===== src/rtl/dcache_core.sv =====
// Direct-mapped, write-through, no-write-allocate data cache with a Wishbone master port.
// One request outstanding at a time; cache_flush invalidates one line per cycle.
`ifndef WB_ADDR_W
`define WB_ADDR_W 24
`endif
`ifndef RW
`define RW 16
`endif

module dcache_core #(
    parameter int LINES = 32
) (
    input  logic                  i_clk,
    input  logic                  i_rst,
    input  logic                  mem_req,
    input  logic                  mem_we,
    input  logic [`WB_ADDR_W-1:0] mem_addr,
    input  logic [`RW-1:0]        mem_i_data,
    input  logic [1:0]            mem_sel,
    input  logic                  mem_cache_enable,
    output logic                  mem_ack,
    output logic [`RW-1:0]        mem_o_data,
    output logic                  mem_exception,
    input  logic                  cache_flush,
    output logic                  wb_cyc,
    output logic                  wb_stb,
    output logic                  wb_we,
    output logic [`WB_ADDR_W-1:0] wb_adr,
    output logic [`RW-1:0]        wb_o_dat,
    output logic [1:0]            wb_sel,
    input  logic [`RW-1:0]        wb_i_dat,
    input  logic                  wb_ack,
    input  logic                  wb_err,
    output logic [1:0]            dbg_state
);
    localparam int IW = $clog2(LINES);
    localparam int TW = `WB_ADDR_W - IW;

    typedef enum logic [1:0] {S_IDLE, S_LOOKUP, S_BUS, S_FLUSH} state_t;

    state_t state, state_nxt;

    logic [LINES-1:0]      valid;
    logic [TW-1:0]         tag_mem  [LINES];
    logic [`RW-1:0]        data_mem [LINES];

    logic                  r_we;
    logic                  r_ce;
    logic [`WB_ADDR_W-1:0] r_addr;
    logic [`RW-1:0]        r_data;
    logic [1:0]            r_sel;
    logic                  pend_req;
    logic                  pend_flush;
    logic [IW-1:0]         flush_idx;

    logic [IW-1:0]         r_idx;
    logic [TW-1:0]         r_tag;
    logic                  hit;
    logic                  flush_go;
    logic                  flush_last;
    logic                  capture;
    logic                  bus_ok;

    assign r_idx      = r_addr[IW-1:0];
    assign r_tag      = r_addr[`WB_ADDR_W-1:IW];
    assign hit        = valid[r_idx] && (tag_mem[r_idx] == r_tag);
    assign flush_go   = cache_flush || pend_flush;
    assign flush_last = (flush_idx == IW'(LINES - 1));
    // A request is only accepted when no other one is held; mem_req elsewhere is ignored.
    assign capture    = mem_req && !pend_req && (state == S_IDLE || state == S_FLUSH);
    assign bus_ok     = (state == S_BUS) && wb_ack && !wb_err;
    assign dbg_state  = state;

    // Handshake: mem_req is a one-cycle strobe; the result is a one-cycle mem_ack or
    // mem_exception pulse. Wishbone holds cyc/stb until the cycle wb_ack or wb_err is seen.
    always_comb begin
        state_nxt     = state;
        mem_ack       = 1'b0;
        mem_exception = 1'b0;
        mem_o_data    = wb_i_dat;
        wb_cyc        = 1'b0;
        wb_stb        = 1'b0;
        wb_we         = r_we;
        wb_adr        = r_addr;
        wb_o_dat      = r_data;
        wb_sel        = r_we ? r_sel : 2'b11;
        case (state)
            S_IDLE: begin
                if (flush_go)     state_nxt = S_FLUSH;
                else if (mem_req) state_nxt = S_LOOKUP;
            end
            S_LOOKUP: begin
                if (!r_we && r_ce && hit) begin
                    mem_ack    = 1'b1;
                    mem_o_data = data_mem[r_idx];
                    state_nxt  = S_IDLE;
                end else begin
                    state_nxt  = S_BUS;
                end
            end
            S_BUS: begin
                wb_cyc = 1'b1;
                wb_stb = 1'b1;
                if (wb_err) begin
                    mem_exception = 1'b1;
                    state_nxt     = S_IDLE;
                end else if (wb_ack) begin
                    mem_ack   = 1'b1;
                    state_nxt = S_IDLE;
                end
            end
            S_FLUSH: begin
                if (flush_last) state_nxt = (pend_req || capture) ? S_LOOKUP : S_IDLE;
            end
            default: state_nxt = S_IDLE;
        endcase
    end

    always_ff @(posedge i_clk) begin
        if (i_rst) begin
            state      <= S_IDLE;
            valid      <= '0;
            pend_req   <= 1'b0;
            pend_flush <= 1'b0;
            flush_idx  <= '0;
            r_we       <= 1'b0;
            r_ce       <= 1'b0;
            r_addr     <= '0;
            r_data     <= '0;
            r_sel      <= '0;
        end else begin
            state <= state_nxt;
            if (capture) begin
                r_we   <= mem_we;
                r_ce   <= mem_cache_enable;
                r_addr <= mem_addr;
                r_data <= mem_i_data;
                r_sel  <= mem_sel;
            end
            if (state_nxt == S_LOOKUP)                    pend_req <= 1'b0;
            else if (capture && state_nxt == S_FLUSH)     pend_req <= 1'b1;
            if (state == S_IDLE)                          pend_flush <= 1'b0;
            else if (cache_flush && (state == S_LOOKUP || state == S_BUS)) pend_flush <= 1'b1;
            if (state == S_FLUSH) begin
                valid[flush_idx] <= 1'b0;
                flush_idx        <= flush_idx + 1'b1;
            end else begin
                flush_idx        <= '0;
            end
            if (bus_ok && !r_we && r_ce) valid[r_idx] <= 1'b1;
        end
    end

    // Tag/data arrays need no reset: valid bits gate every use.
    always_ff @(posedge i_clk) begin
        if (!i_rst && bus_ok) begin
            if (!r_we && r_ce) begin
                tag_mem[r_idx]  <= r_tag;
                data_mem[r_idx] <= wb_i_dat;
            end else if (r_we && hit) begin
                if (r_sel[0]) data_mem[r_idx][7:0]  <= r_data[7:0];
                if (r_sel[1]) data_mem[r_idx][15:8] <= r_data[15:8];
            end
        end
    end
endmodule

===== config.mk =====
export PLATFORM = sky130hd
export DESIGN_NAME = dcache_core
export DESIGN_NICKNAME = d
export VERILOG_FILES = /design/src/rtl/dcache_core.sv
export SDC_FILE = /design/constraint.sdc
export NUM_CORES = 1
export LEC_CHECK = 0
export CELL_PAD_IN_SITES_DETAIL_PLACEMENT = 1
export CELL_PAD_IN_SITES_GLOBAL_PLACEMENT = 1
export CORE_ASPECT_RATIO = 0.75
export CORE_MARGIN = 2
export CORE_UTILIZATION = 45
export DETAILED_ROUTE_END_ITERATION = 10
export GPL_TIMING_DRIVEN = 0
export PLACE_DENSITY = 0.73
export RECOVER_POWER = 25
export SYNTH_ARGS = -nofsm -noshare
export SYNTH_HDL_FRONTEND = slang
export SYNTH_SLANG_ARGS = --single-unit

===== constraint.sdc =====
create_clock -name i_clk -period 5.4 [get_ports i_clk]
set_input_delay 1.08 -clock i_clk [delete_from_list [all_inputs] [get_ports i_clk]]
set_output_delay 1.08 -clock i_clk [all_outputs]
set_load 0.02 [all_outputs]

; Word-level counts from Yosys, hierarchy flattened
; Memory sizes are Yosys's and may differ from the RTL's. A register that Yosys moved wholly into a read port is not among the register bits.
; Index checks and enable logic that the tools add are counted.
; W data, S select, Z words.
[word_totals]
reg_bits = 85
mem_bits_rw = 1120
input_bits = 66
n_memories = 2
[classes]
add_sub_neg = 1
magnitude_cmp = 4
eq_ne = 7
muxes = 46
bitwise_logic = 6
reduce_logical = 27
[mem_list]
columns = name, depth, word_bits, read_ports, rd_clocked_by_memory_dff, write_ports, line_no
row1 = tag_mem, 32, 19, 1, 1, 1, 44  ; logic [TW-1:0] tag_mem [LINES];
row2 = data_mem, 32, 16, 1, 1, 1, 45  ; logic [`RW-1:0] data_mem [LINES];
[op_table]
columns = cell, count
row1 = $mux W32, 3
row2 = $and A32 B32 Y32, 1
row3 = $mux W16, 2
row4 = $not A32 Y32, 1
row5 = $or A32 B32 Y32, 1
row6 = $mux W1, 23
row7 = $mux W5, 4
row8 = $eq A19 B19 Y1, 1
row9 = $mux W8, 2
row10 = $logic_and A1 B1 Y1, 15
row11 = $mux W2, 7
row12 = $lt A5 B6 Y1 const B, 2
row13 = $demux W1 S5, 2
row14 = $ge A5 B1 Y1 const B, 2
row15 = $pmux W2 S4, 1
row16 = $eq A2 B2 Y1 const B, 3
row17 = $reduce_or A2 Y1, 3
row18 = $add A5 B1 Y5 const B, 1
row19 = $bmux W1 S5, 1
row20 = $eq A5 B5 Y1 const B, 1
row21 = $eq A2 B1 Y1 const B, 2
row22 = $logic_not A1 Y1, 4
row23 = $logic_or A1 B1 Y1, 4
row24 = $logic_not A2 Y1, 1
row25 = 3 further kinds, 4

; Longest topological paths before layout
[depth]
depth_word = 10
ltp_mapped = 15
mapped_depth_nobuf = 12

; Worst setup path after synthesis
; No wires, ideal clock.
[synth_timing]
path_kind = register to output
from = reg (tool-made name)
to = out mem_o_data[10]
t_arrival_ns = 3.596
required_ns = 4.320
setup_slack_ns = 0.724
stages_incl_launch_ff = 11
path_cell_list = dfxtp_1 > buf_6 > buf_4 > buf_4 > buf_2 > buf_2 > buf_1 > mux4_2 > mux4_2 > mux2_2 > mux2_2
[synth_lines]
columns = element, line_no
row1 = end: declaration, 22  ; output logic [`RW-1:0] mem_o_data,

==> out/summary.md <==
The tool flagged a number of max-cap violations equal to 0. The floorplan step set the die height to 286 microns. The horizontal extent of the die came out at 380 microns.

Actual transition at the worst max-transition pin: 1.44 ns. Before antenna repair, the detailed router went through 5 iterations. Global routing used 26.8% of the available tracks. Along the worst hold path, the cell count comes to 2.

In this run, synthesis produced a sequential element count of 1,210. The first-pass GRT wire length was 206,000 microns; the number of slew-limit violations in the final report was 0. The data required time at the worst endpoint came out at 4.32 ns. The tools report the arrival time of the worst setup path as 4.74 ns.

TritonCTS built the clock tree. The worst setup path is of the reg -> out kind. The maximum clock skew at final layout is 0.0740 ns, and the largest buffer count on any clock path is 3. The maximum ir drop on the vdd rail is 0.271 mV, and the portion of total power attributed to sequential cells is 45.6%. The final number of hold-violating endpoints is 0.

By instance count, the cell type seen most on the critical path is buf_12. The violation count after the first detailed-route iteration was 3,966; the time the worst path needs with I/O delays and setup was 5.82 ns. In this run the critical register-to-register path is captured at data_mem[27][2]. In this run the core area contains 103 standard-cell rows. The flow ran to the end, but the final reports show violations. The detailed-route vias per instance is 6.28, and the total net switching power is 7.14 mW. The congestion estimate from routability-driven global placement came to 0.874. Once layout is complete, the utilization of the core stands at 54.2%.

Most common library cell in the layout ignoring fill and taps: edfxtp_1. In this run the most critical hold path is launched from wb_o_dat[11]. The clock-pin slew on the worst setup and hold paths is 0.07 ns, and the number of levels in the clock H-tree is 3. The share of the Yosys chip area taken by registers is 74.4%. The logs give 0.03 ns for the reg-to-reg setup timing slack and 21.4% for the combinational cell fraction of total power.

The max-slew headroom at the worst pin is 3.84%. Dividing the detail-routed wire length by the instance count gives 34.2 microns. The signal on the critical path passes through buf_12, buf_4, buf_12, mux4_2, mux4_2, mux2i_4, xor2_4, or4b_4, nor4_4, buf_6, nand2_8, buf_12, mux2_2, buf_6. The number of different library cells used by synthesis comes to 56. Buffers inserted to repair hold after CTS numbered 0.

The remaining global-route overflow was 0; the count of buffers inserted at the top-level ports was 130. In this run the worst path has a maximum fanout of 10. The detailed router placed 27.2k vias in this run.

Timing would allow up to 172 MHz. Clock network power share: 33.0%. The via count of the first global-routing pass was 27.3k. The cell at the root of the clock tree is clkbuf_16. The die covers 109,000 sq um.

For the synthesized area, the log shows 47,600 sq um. The fraction of layout instances using a drive strength above 1 came out at 28.1%. Once detailed placement completed, the half-perimeter wirelength came to 97,100 microns.

Setup repair after global routing could not meet its margin everywhere. The share of the clock period used by the worst path after layout is 108%. The run gives 37 as the maximum number of pins on one net before global-route repair. The dominant delay contributor by cell family on the critical path was multiplexers. The count of flip-flops with a built-in enable after synthesis came out at 1,120. Dividing total power by cell area gives a power density of 431 nW/um^2.

The clock insertion delay at the later pin of the skew report is 0.76 ns, and the proportion of register bits with asynchronous set or reset after synthesis is 0%. The final layout contains routed wiring with a total length of 148,000 microns. The worst setup margin was -0.416 ns. The minimum hold slack was 0.486 ns; the count of antenna-violating nets left after detailed routing was 0. The run gives 2,888 as the net total in the final layout. The tools report the detailed-route DRC error count as 0. The warning count from the yosys run was 0; the cell depth of the worst flop-to-flop path was 15. In the layout the commonest cells are edfxtp_1 (1,120), mux4_2 (263), nand2_1 (149). During I/O placement, the number of pins put on the boundary was 131.

Total setup violations reported at the end of the flow: 17. In this run switching power makes up 29.1% of total power. The starting density of the core was 45.3%; the critical path's largest stage delay was 0.59 ns. The placeable core region came out at 105,000 sq um. The slowest stage of the critical path belongs to the cell or4b_4. The internal power component was 17.4 mW; the mean instance size in the synthesized netlist was 19.2 sq um.

The number of buffers and inverters on the critical path is 6. The min-delay analysis places its worst path in the category reg -> reg. The prevailing post-synth register cell was edfxtp_1.

The number of antenna violations at the first check in global routing came out at 4. For hold timing, the worst endpoint is wb_o_dat[11]. The checks that failed: setup timing.

For the post-synth net total, the log shows 2,559. The cell count after synthesis was 2,484. The tools report the kind of launch point of the worst setup path as a flop. The number of clock buffers added by TritonCTS is 113.

The synthesis-to-layout area growth is 19.6%, and the leakage component of the power is 17.6 nW. At the placement stage, the worst setup path has a slack of -2.64 ns. The number of clock sinks seen by CTS is 1,210. STA classifies the critical path endpoint as an output port.
==> synth_stat cells (5+ instances only) <==
| master | count | area [sq um] |
|---|---|---|
| ha_1 | 9 | 113 |
| mux2i_1 | 146 | 1460 |
| a21oi_1 | 77 | 385 |
| inv_1 | 12 | 45.0 |
| buf_1 | 20 | 75.1 |
| dfxtp_1 | 90 | 1800 |
| and2_1 | 7 | 43.8 |
| nor2b_1 | 45 | 282 |
| xor2_1 | 7 | 61.3 |
| nand3b_1 | 9 | 67.6 |
| buf_4 | 7 | 52.6 |
| nor3_1 | 6 | 30.0 |
| o22ai_1 | 5 | 31.3 |
| nand2b_1 | 12 | 75.1 |
| nand2_1 | 149 | 559 |
| edfxtp_1 | 1120 | 33600 |
| nand4_1 | 6 | 37.5 |
| nor3b_1 | 5 | 37.5 |
| mux2_2 | 49 | 552 |
| clkbuf_1 | 74 | 278 |
| o21ai_0 | 67 | 335 |
| nor2_1 | 128 | 480 |
| nand3_1 | 19 | 95.1 |
| buf_2 | 35 | 175 |
| xnor2_1 | 10 | 87.6 |
| a22oi_1 | 62 | 465 |
| mux4_2 | 262 | 5900 |
==> per-layer routing <==
metal,wire [microns],vias to the layer above,GRT usage [%]
li1,-,10700,-
met1,61500,14500,40.5
met2,65700,1750,39.1
met3,16000,292,6.15
met4,4520,2,7.55
met5,13,-,0
==> stage by stage <==
stage | instance area [sq um] | instances | setup TNS [ns] | power, mW
2_1_floorplan | 47600 | 2484 | 0 | 13.9
3_3_place_gp | 50700 | 4031 | -1801.19 | 15.7
3_5_place_dp | 51700 | 4062 | -1814.89 | 15.9
4_1_cts | 56300 | 4286 | -5.54 | 24.2
5_1_grt | 57000 | 4323 | -17.64 | 25.1
6_report | 57000 | 4325 | -6.62 | 24.5
==> area by class of cell <==
cell class,instances,area (sq um)
Multi-Input combinational cell,1122,12200
Buffer,134,1180
Clock inverter,65,692
Inverter,12,45.0
Clock buffer,143,3000
Antenna cell,2,5.00
Fill cell,9365,48200
Tap cell,1417,1770
Timing Repair Buffer,220,2620
Sequential cell,1210,35500
==> timing repair <==
action                     4_1_cts  5_1_grt
gates cloned                     1        3
gates resized for setup        368      114
setup buffers                   21       34
hold endpoints to repair         0        0
pin swaps                        8       14
setup endpoints to repair     1043      545
==> cell families after synthesis <==
| logic type | Yosys count | synth area share (%) |
|---|---|---|
| AO/OA/AOI/OAI | 226 | 2.81 |
| multiplexers | 463 | 16.9 |
| flip-flops | 1210 | 74.4 |
| buffers and inverters | 152 | 1.41 |
| XOR/XNOR | 17 | 0.313 |
| adder cells (fa/ha/maj) | 9 | 0.236 |
| AND/OR/NAND/NOR | 407 | 3.97 |
==> state kept, by name, summed over array words and instances, names as in the netlist, named ones only <==
register,cells
data_mem,512
dbg_state,2
flush_idx,5
pend_flush,1
pend_req,1
r_ce,1
r_sel,2
tag_mem,608
valid,32
wb_adr,24
wb_o_dat,16
wb_we,1
==> worst max path at each step <==
| stage | start | endpoint | slack [ns] | depth (start not counted) |
|---|---|---|---|---|
| 2_1_floorplan | flop | mem_o_data[10] | 0.72 | 10 |
| 3_3_place_gp | flop | mem_ack | -2.60 | 16 |
| 3_5_place_dp | flop | mem_ack | -2.64 | 16 |
| 4_1_cts | flop | mem_o_data[9] | -0.34 | 15 |
| 5_1_grt | flop | mem_o_data[6] | -0.48 | 18 |
| 6_report | flop | mem_o_data[9] | -0.42 | 14 |
==> worst reg2reg max path, cell delays in order (launching register included) <==
cell,delay (ns)
dfxtp_1,0.36
clkbuf_4,0.31
clkbuf_8,0.29
nor2b_1,0.45
nand3_1,0.15
nand4_1,0.17
xor2_2,0.12
nor4_4,0.61
nand4_1,0.18
buf_4,0.21
buf_4,0.13
buf_4,0.14
nor4_4,0.63
a21boi_1,0.31
buf_2,0.30
nor2_2,0.58
==> power by group through the flow <==
stage | Combinational [mW] | Sequential [mW] | Clock [mW]
finish | 5.24 | 11.2 | 8.10
global route | 5.45 | 11.2 | 8.46
CTS | 4.94 | 11.2 | 8.12
detailed placement | 4.57 | 11.3 | 0
global placement | 4.45 | 11.3 | 0
floorplan | 2.73 | 11.2 | 0
No activity file was read; power rests on OpenSTA's default activity.
